### src/rtl/exec_stage.sv
// exec_stage: execute stage of the 8-bit datapath.
// Accepts decoded ALU instructions over valid/ready, reads operands from the
// internal 8x8 register file, registers them toward the external ALU and
// writes the ALU result back one cycle later.
// Optional feature macro: FORWARD_EN (bypass alu_result on RAW hazards
// instead of stalling for one cycle).
module exec_stage (
   input  logic       clk,
   input  logic       reset,
   input  logic       in_valid,
   output logic       in_ready,
   input  logic [2:0] in_op,
   input  logic [2:0] in_ra,
   input  logic [2:0] in_rb,
   input  logic       in_use_imm,
   input  logic [7:0] in_imm,
   input  logic [2:0] in_rd,
   output logic [2:0] alu_op,
   output logic [7:0] alu_a,
   output logic [7:0] alu_b,
   input  logic [7:0] alu_result,
   output logic       wb_valid,
   output logic [2:0] wb_rd,
   output logic [7:0] wb_data,
   output logic       zero_flag,
   input  logic [2:0] dbg_addr,
   output logic [7:0] dbg_data
);

   logic [7:0] rf [8];
   logic       e_valid;
   logic [2:0] e_rd;
   logic       accept;
   logic       hit_a;
   logic       hit_b;
   logic [7:0] op_a;
   logic [7:0] op_b;

   assign hit_a    = e_valid && (e_rd == in_ra);
   assign hit_b    = e_valid && !in_use_imm && (e_rd == in_rb);
   assign accept   = in_valid && in_ready;
   assign dbg_data = rf[dbg_addr];

`ifdef FORWARD_EN
   // Bypass: the instruction in E has not written yet, so take its result straight from the ALU.
   always_comb begin
      op_a     = hit_a ? alu_result : rf[in_ra];
      op_b     = in_use_imm ? in_imm : (hit_b ? alu_result : rf[in_rb]);
      in_ready = !reset;
   end
`else
   // Stall: hold off the dependent instruction one cycle until the write has landed.
   always_comb begin
      op_a     = rf[in_ra];
      op_b     = in_use_imm ? in_imm : rf[in_rb];
      in_ready = !reset && !(hit_a || hit_b);
   end
`endif

   // E-stage registers, register file write and writeback trace, all cleared on reset.
   always_ff @(posedge clk) begin
      if (reset) begin
         for (int i = 0; i < 8; i++) begin
            rf[i] <= '0;
         end
         e_valid   <= 1'b0;
         e_rd      <= '0;
         alu_op    <= '0;
         alu_a     <= '0;
         alu_b     <= '0;
         wb_valid  <= 1'b0;
         wb_rd     <= '0;
         wb_data   <= '0;
         zero_flag <= 1'b0;
      end else begin
         e_valid  <= accept;
         wb_valid <= e_valid;
         if (accept) begin
            e_rd   <= in_rd;
            alu_op <= in_op;
            alu_a  <= op_a;
            alu_b  <= op_b;
         end
         if (e_valid) begin
            rf[e_rd]  <= alu_result;
            wb_rd     <= e_rd;
            wb_data   <= alu_result;
            zero_flag <= (alu_result == 8'h00);
         end
      end
   end

endmodule

### config.mk
export PLATFORM = sky130hd
export DESIGN_NAME = exec_stage
export DESIGN_NICKNAME = d
export VERILOG_FILES = /design/src/rtl/exec_stage.sv
export SDC_FILE = /design/constraint.sdc
export NUM_CORES = 1
export LEC_CHECK = 0
export ABC_AREA = 1
export BUFFER_PORTS_ARGS = -buffer_cell sky130_fd_sc_hd__buf_2
export CAP_MARGIN = 5
export CORE_MARGIN = 5
export CORE_UTILIZATION = 57
export CTS_CLUSTER_DIAMETER = 200
export DETAILED_ROUTE_END_ITERATION = 8
export PLACE_DENSITY = 0.9
export SLEW_MARGIN = 20
export SYNTH_ARGS = -nofsm -noshare
export SYNTH_HDL_FRONTEND = slang
export SYNTH_SLANG_ARGS = --single-unit
### constraint.sdc
create_clock -name clk -period 2.96 [get_ports clk]
set_input_delay 0 -clock clk [delete_from_list [all_inputs] [get_ports clk]]
set_output_delay 0 -clock clk [all_outputs]
set_load 0.01 [all_outputs]
### Word-level counts from Yosys, hierarchy flattened

Memories as Yosys holds them, arrays and structs flattened. A register that Yosys moved wholly into a read port is not among the register bits.
Cells that the tools add are included.

* reduce and logical (&&, ||, !) cells: 11
* eq/ne operators: 2
* multiplexer cells: 9

Operators with widths (count)
* 8-bit 2-to-1 mux: 2
* 8-bit zero test: 1
* 8-bit OR reduction: 1
* 3-bit == test: 2
* 1-bit 2-to-1 mux: 6
* 1-bit logical AND: 5
* 1-bit zero test: 3
* 3-bit 2-to-1 mux: 1
* 1-bit logical OR: 1

* output and inout bits: 41
* flip-flop bits (word level): 28
* memory bits (writable): 64
* memories: 1

Memories
* rf: words 8, width 8, rd ports 3, clocked after Yosys merged registers in 1, write ports 8, line 30 `logic [7:0] rf [8];`

### Logic depth before layout (Yosys ltp)

Gate-level depths: netlist (run 1).

* depth after elaboration: 7
* depth in mapped cells: 11

### Worst setup path after synthesis (run 1)

OpenSTA, ideal clock, no wires.

* path kind: register to register
* from: reg e_valid
* to: mem rf[0][0], enable pin
* library setup time: 0.329 ns
* path buffers: 0
* cell stages (with the launch flop): 7
* setup slack: 1.412 ns
* arrival: 1.219 ns
* clock period less this slack: 1.548 ns
* cell sequence: dfxtp_1 -> inv_1 -> nor2_1 -> inv_1 -> nor2_1 -> nand2_2 -> nand2_1

RTL lines
* start: declaration: line 31 `logic e_valid;`
* start signal: assignment: line 76 `e_valid <= accept;`
* end: declaration: line 30

### Worst setup path in the final report (run 1)

* from: in reset
* to: reg alu_b[2]

* cells in the longest elaborated chain, start to end: 3

Ends and longest elaborated chain
* start: declaration: line 9 `input logic reset,`
* 1-bit zero test: line 56 `in_ready = !reset && !(hit_a || hit_b);`
* 1-bit logical AND: line 56
* 1-bit logical AND: line 41 `assign accept = in_valid && in_ready;`
* end signal: assignment: line 82 `alu_b <= op_b;`
* end: declaration: line 20 `output logic [7:0] alu_b,`

Parallel ways exist; a longest one is shown, timed or not.
A chain may end at the register's enable or synchronous reset.

==> results of run 1 <==
-- cells in the mapped netlist --
master,instances
a21oi_1,59
a21oi_2,3
a31o_2,1
a31oi_1,8
buf_1,1
buf_2,16
buf_6,6
buf_8,1
clkbuf_1,20
clkinv_1,8
dfxtp_1,36
edfxtp_1,64
inv_1,36
inv_2,5
inv_6,2
nand2_1,167
nand2_2,9
nand3_1,37
nand3_4,1
nand4_1,1
nand4_4,1
nor2_1,139
nor2_8,1
nor3_1,1
o211ai_1,12
o21ai_0,100
-- power groups by stage --
stage                     Combinational [W]  Sequential [W]  Clock (W)
after floorplan                    0.000315         0.00162          0
after global placement             0.000450         0.00162          0
after detailed placement           0.000458         0.00163          0
after CTS                          0.000480         0.00159   0.000885
after global routing               0.000541         0.00161   0.000951
final                              0.000497         0.00160   0.000895
-- per-layer routing --
layer,vias to the layer above,part of all wire (%),track usage [%]
li1,2573,-,-
met1,2473,37,39.8
met2,405,44,44.0
met3,84,13,5.91
met4,0,5.3,14.2
met5,-,0,0
-- through the flow --
stage | utilization (%) | hold slack [ns] | std cells | area, um2 | power, W
after floorplan | - | 0.0691 | 735 | 5520 | 0.00193
after global placement | 61.0 | 0.254 | 904 | 5850 | 0.00207
after detailed placement | 61.0 | 0.264 | 904 | 5850 | 0.00208
after CTS | 65.4 | 0.0232 | 942 | 6270 | 0.00296
after global routing | 65.4 | 0.0357 | 942 | 6270 | 0.00310
final | 65.4 | 0.0336 | 942 | 6270 | 0.00299
-- logic make-up after synthesis --
family	Yosys count	share of synthesized area (%)
buf+inv	95	8.03
simple gates	357	26.5
compound gates	183	17.6
flops	100	47.9
-- critical path: cells and delay by family --
| family | cells | cell delay [ns] |
|---|---|---|
| compound gates | 1 | 0.09 |
| simple gates | 2 | 0.71 |
| buf+inv | 4 | 2.13 |
-- final cells by class --
type | instances | area (um2)
inverters | 51 | 201
clock inverters | 7 | 73.8
flip-flops and latches | 100 | 2640
repair buffers | 102 | 633
clock buffers | 9 | 124
well taps | 133 | 166
multi-input cells | 540 | 2430
fillers | 760 | 3320
-- sequential cells by signal (all words and copies together) (netlist names) --
name,count
wb_valid,1
wb_rd,3
wb_data,8
e_valid,1
rf,64
alu_op,3
alu_a,8
alu_b,8
zero_flag,1
e_rd,3
-- repair_timing --
item,4_1_cts,5_1_grt
hold buffers,22,0
hold endpoints to repair,19,0
endpoints found under the setup margin,0,0
-- worst max path at each step --
stage                     slack (ns)  depth (start not counted)  startpoint        to
after global routing            0.16                          7       reset  alu_b[2]
after floorplan                 1.41                          6     e_valid  rf[0][0]
final                           0.29                          7       reset  alu_b[2]
after detailed placement        1.02                          6     e_valid  rf[1][5]
after global placement          1.11                          6     e_valid  rf[7][7]
after CTS                       0.46                          7       reset  alu_b[2]
==> summary.md, run 1 <==
| Metric | Value |
|---|---|
| Largest area contributor in the netlist | `edfxtp_1` |
| Rows | `36` |
| Post-route setup slack | `0.293 ns` |
| P per Cell Area | `477 nW/um2` |
| Dpl hpwl | `11.2 mm` |
| Post-synth cell types | `26` |
| Die ar. | `11700 um2` |
| Max-slew violations | `0` |
| Status | `finished, violations left` |
| Post-synthesis net count | `770` |
| Unrepaired setup endpoints after global routing | `no` |
| Largest cells by area after synthesis | `edfxtp_1 35%, dfxtp_1 13%, nand2_1 11%, nor2_1 9.5%, o21ai_0 9.1%` |
| First-pass GRT wire length | `26.0 mm` |
| GRT Util Overall | `29.0%` |
| Initial drt markers | `904` |
| Leakage | `2.73 nW` |
| Mapped cell area | `5520 um2` |
| Worst setup SP type | `primary input` |
| Slowest stage delay, CP | `0.80 ns` |
| Core area | `9590 um2` |
| Max-cap violations | `0` |
| Clk sinks | `100` |
| Top Ports | `76` |
| Dpl ws | `1.02 ns` |
| DRC viols | `1` |
| Average size of a mapped cell | `7.51 um2` |
| Vias/cell | `5.88` |
| VDD IR max | `285 uV` |
| Fin crit period | `2.67 ns` |
| YS warnings | `0` |
| Sw frac | `31.6%` |
| WHS Path Cells | `3` |
| Gate power share | `16.6%` |
| Most common cell after layout, fill and taps aside | `nand2_1` |
| Routability cong. | `1.01` |
| Hold path start | `in_valid` |
| Initial antenna violation count | `0` |
| Post-synthesis sequential area ratio | `47.9%` |
| Clock tree buffer depth | `2` |
| Die Height | `108 um` |
| WL/cell | `17.8 um` |
| Final setup vio count | `0` |
| Clock power share | `29.9%` |
| R2r setup slk | `0.75 ns` |
| Worst Skew | `0.0189 ns` |
| Setup TNS | `0 ns` |
| Slew @ Worst Pin | `1.06 ns` |
| Endpoint, Worst Hold | `e_valid` |
| Largest net degree at the start of global routing | `54` |
| CTS tree | `yes` |
| CTS clock-pin slew for the worst setup and hold paths | `0.12 ns` |
| Clock Tree Root | `clkbuf_8` |
| Final worst path period share | `90.1%` |
| Yosys top cell area share | `34.8%` |
| Reg2Reg Depth | `8` |
| CP Class | `primary input to flop` |
| DR vias | `5535` |
| Highest-delay cell along the critical path | `inv_1` |
| Share of layout cells above drive strength 1 | `14.7%` |
| Most used cell, CP | `dlygate4sd3_1` |
| Failing checks | `design-rule violations` |
| Synth-to-layout area growth | `13.7%` |
| Yosys reg bits | `100` |
| CTS H-tree depth | `3` |
| Port buffer count | `75` |
| Total routed wirelength | `16.8 mm` |
| Worst min path class | `primary input to flop` |
| Arr. time, crit path | `2.95 ns` |
| Post-CTS setup buffers | `0` |
| Resized Gates After CTS | `0` |
| Cell Int Power | `0.00205 W` |
| Max-slew headroom | `29.5%` |
| DRT antenna net count | `0` |
| RR Startpoint | `e_rd[1]` |
| Number of global-route vias before repair | `4959` |
| CP endpoint kind | `flop` |
| Endpoints failing hold | `0` |
| Die Wd | `108 um` |
| Sequential share of power | `53.5%` |
| Initial core utilization | `57.5%` |
| Clock latency on the worst-skew pair | `0.39 ns` |
| Overflow after GRT | `0` |
| Cells after Synth | `735` |
| CP Cell Sequence | `dlygate4sd3_1, buf_2, inv_1, nand4_4, nand2_1, a21oi_1, dlygate4sd3_1` |
| Cts bufs inserted | `9` |
| Achievable Freq | `0.375 GHz` |
| NumNets Final | `839` |
| Reg-to-Reg End | `alu_b[2]` |
| First-pass DRT Iterations | `9` |
| Most frequent cells in the layout | `167 x nand2_1, 139 x nor2_1, 100 x o21ai_0` |
| Ant diodes | `0` |
| CP max FO | `31` |
| Switch Pwr | `0.000944 W` |
| Worst path required time | `3.24 ns` |
(Power assumes the default switching activity.)
==> inputs of run 2 (changes only) <==
--- a/config.mk
+++ b/config.mk
@@ -13,6 +13,7 @@
 export CTS_CLUSTER_DIAMETER = 200
 export DETAILED_ROUTE_END_ITERATION = 8
 export PLACE_DENSITY = 0.9
+export REMOVE_ABC_BUFFERS = 1
 export SLEW_MARGIN = 20
 export SYNTH_ARGS = -nofsm -noshare
 export SYNTH_HDL_FRONTEND = slang
==> run 2 against run 1 <==
The flow still finishes with violations (design-rule violations). Largest cell class unchanged. Routed wire length down 0.43%. Clock skew down 0.0010 ns. Largest power group unchanged. Hold slack worse by 0.012 ns.
==> summary.md, run 2 (synthesis gave the netlist of run 1 again) <==
| Metric | Value |
|---|---|
| Status | `finished, violations left` |
| Failing checks | `design-rule violations` |
| Dpl hpwl | `11.4 mm (+1.9%)` |
| VDD IR max | `262 uV (-8.2%)` |
| Reg2Reg Depth | `9 (+1)` |
| Final setup vio count | `0 (unchanged)` |
| Achievable Freq | `0.430 GHz (+15%)` |
| P per Cell Area | `474 nW/um2 (-0.67%)` |
| Initial antenna violation count | `0 (unchanged)` |
| Largest net degree at the start of global routing | `38 (-30%)` |
| Worst min path class | `primary input to flop` |
| Die Height | `108 um (unchanged)` |
| Max-slew headroom | `51.3% (+22 points)` |
| Worst setup SP type | `primary input` |
| Worst Skew | `0.0179 ns (-0.00103 ns)` |
| Rows | `36 (unchanged)` |
| Fin crit period | `2.33 ns (-0.341 ns)` |
| Worst path required time | `3.24 ns (about the same)` |
| Synth-to-layout area growth | `14.5%` |
| Initial core utilization | `57.5% (unchanged)` |
| Post-CTS setup buffers | `0 (unchanged)` |
| Top Ports | `76 (unchanged)` |
| Die ar. | `11700 um2 (unchanged)` |
| DRC viols | `19 (+18)` |
| CP max FO | `26 (-16%)` |
| Clock tree buffer depth | `2 (unchanged)` |
| Clk sinks | `100 (unchanged)` |
| Endpoints failing hold | `0 (unchanged)` |
| Share of layout cells above drive strength 1 | `15.1% (+0.40 points)` |
| Clock Tree Root | `clkbuf_8` |
| CTS clock-pin slew for the worst setup and hold paths | `0.12 ns (about the same)` |
| Most frequent cells in the layout | `167 x nand2_1, 139 x nor2_1, 100 x o21ai_0` |
| Max-slew violations | `0 (unchanged)` |
| R2r setup slk | `0.80 ns (+0.05 ns)` |
| PnR Total Power | `0.00299 W (about the same)` |
| Port buffer count | `75 (unchanged)` |
| Max FFs per register | `64 (unchanged)` |
| Total routed wirelength | `16.7 mm (-0.43%)` |
| Ant diodes | `0 (unchanged)` |
| CTS tree | `yes` |
| Overflow after GRT | `0 (unchanged)` |
| Clock latency on the worst-skew pair | `0.40 ns (about the same)` |
| Cts bufs inserted | `9 (unchanged)` |
| Cell area after placement | `5880 um2 (+0.51%)` |
| Routability cong. | `0.989 (-1.8%)` |
| Setup TNS | `0 ns (unchanged)` |
| Vias/cell | `5.84 (-0.53%)` |
| WL/cell | `17.6 um (-0.95%)` |
| DRT antenna net count | `0 (unchanged)` |
| Core area | `9590 um2 (unchanged)` |
| WHS | `0.0217 ns (-0.0119 ns)` |
| Leakage | `2.76 nW (+1.2%)` |
| Reg-to-Reg End | `alu_b[2]` |
| RR Startpoint | `e_rd[1]` |
| CP endpoint kind | `flop` |
| CP startpoint | `reset` |
| Design area | `6310 um2 (+0.68%)` |
| Unrepaired setup endpoints after global routing | `no` |
| Most common cell after layout, fill and taps aside | `nand2_1` |
| Arr. time, crit path | `2.61 ns (-0.34 ns)` |
| Die Wd | `108 um (unchanged)` |
| First-pass DRT Iterations | `9 (unchanged)` |
| NumNets Final | `844 (+0.60%)` |
| Slew @ Worst Pin | `0.730 ns (-0.327 ns)` |
| Final Non-Filler Cells | `947 (+0.53%)` |
| Reg with most FFs | `rf` |
| CP Class | `primary input to flop` |
| CTS H-tree depth | `3 (unchanged)` |
| DR vias | `5535 (unchanged)` |
| Worst setup path end | `alu_b[2]` |
| Number of global-route vias before repair | `5133 (+3.5%)` |
| Dpl cells | `908 (+0.44%)` |
| First-pass GRT wire length | `26.5 mm (+1.8%)` |
| Max-cap violations | `0 (unchanged)` |
| Initial drt markers | `1032 (+14%)` |
| Final worst path period share | `78.6% (-12 points)` |
| GRT Util Overall | `29.4% (+0.45 points)` |
run 2: per-stage QoR:
stage / setup slack (ns) / utilization, %
after floorplan: 1.06 / -
after global placement: 1.13 / 61.3
after detailed placement: 1.06 / 61.3
after CTS: 0.682 / 65.8
after global routing: 0.426 / 65.8
final: 0.633 / 65.8
run 2: worst min path at each step:
stage | startpoint | to | slack [ns] | depth (start not counted)
2_1_floorplan | reset | alu_a[4] | 0.06 | 1
3_3_place_gp | in_rd[1] | e_rd[1] | 0.25 | 3
3_5_place_dp | in_op[0] | alu_op[0] | 0.26 | 3
4_1_cts | in_valid | e_valid | 0.03 | 3
5_1_grt | in_valid | e_valid | 0.02 | 3
6_report | in_valid | e_valid | 0.02 | 3
run 2: worst max-delay path, cell delays in order:
cell and delay (ns):
dlygate4sd3_1 0.53, buf_2 0.23, inv_1 0.58, nand4_4 0.45, nand2_1 0.17, a21oi_1 0.07
dlygate4sd3_1 0.57
run 2: routing by layer:
layer  up-vias  share of wire [%]  global-route usage (%)
met4         0                4.2                    13.9
met3        69                 13                    8.54
met5         -                  0                       0
met2       391                 45                    45.0
met1      2488                 38                    38.6
li1       2587                  -                       -
run 2: where the power goes:
part           internal (W)  total (W)  switching [W]
logic              0.000169   0.000502       0.000333
registers           0.00155    0.00160      0.0000526
clock network      0.000334   0.000892       0.000558
run 2: cell type report:
class	count	area, um2
Multi-Input combinational cell	540	2430
Tap cell	133	166
Clock buffer	9	124
Timing Repair Buffer	107	673
Inverter	51	201
Fill cell	800	3280
Clock inverter	7	76.3
Sequential cell	100	2640
run 2: timing repair:
action / in CTS / in global routing
resized for setup: 0 / 0
hold buffers: 23 / 0
hold endpoints to repair: 20 / 0
setup endpoints to repair: 0 / 0
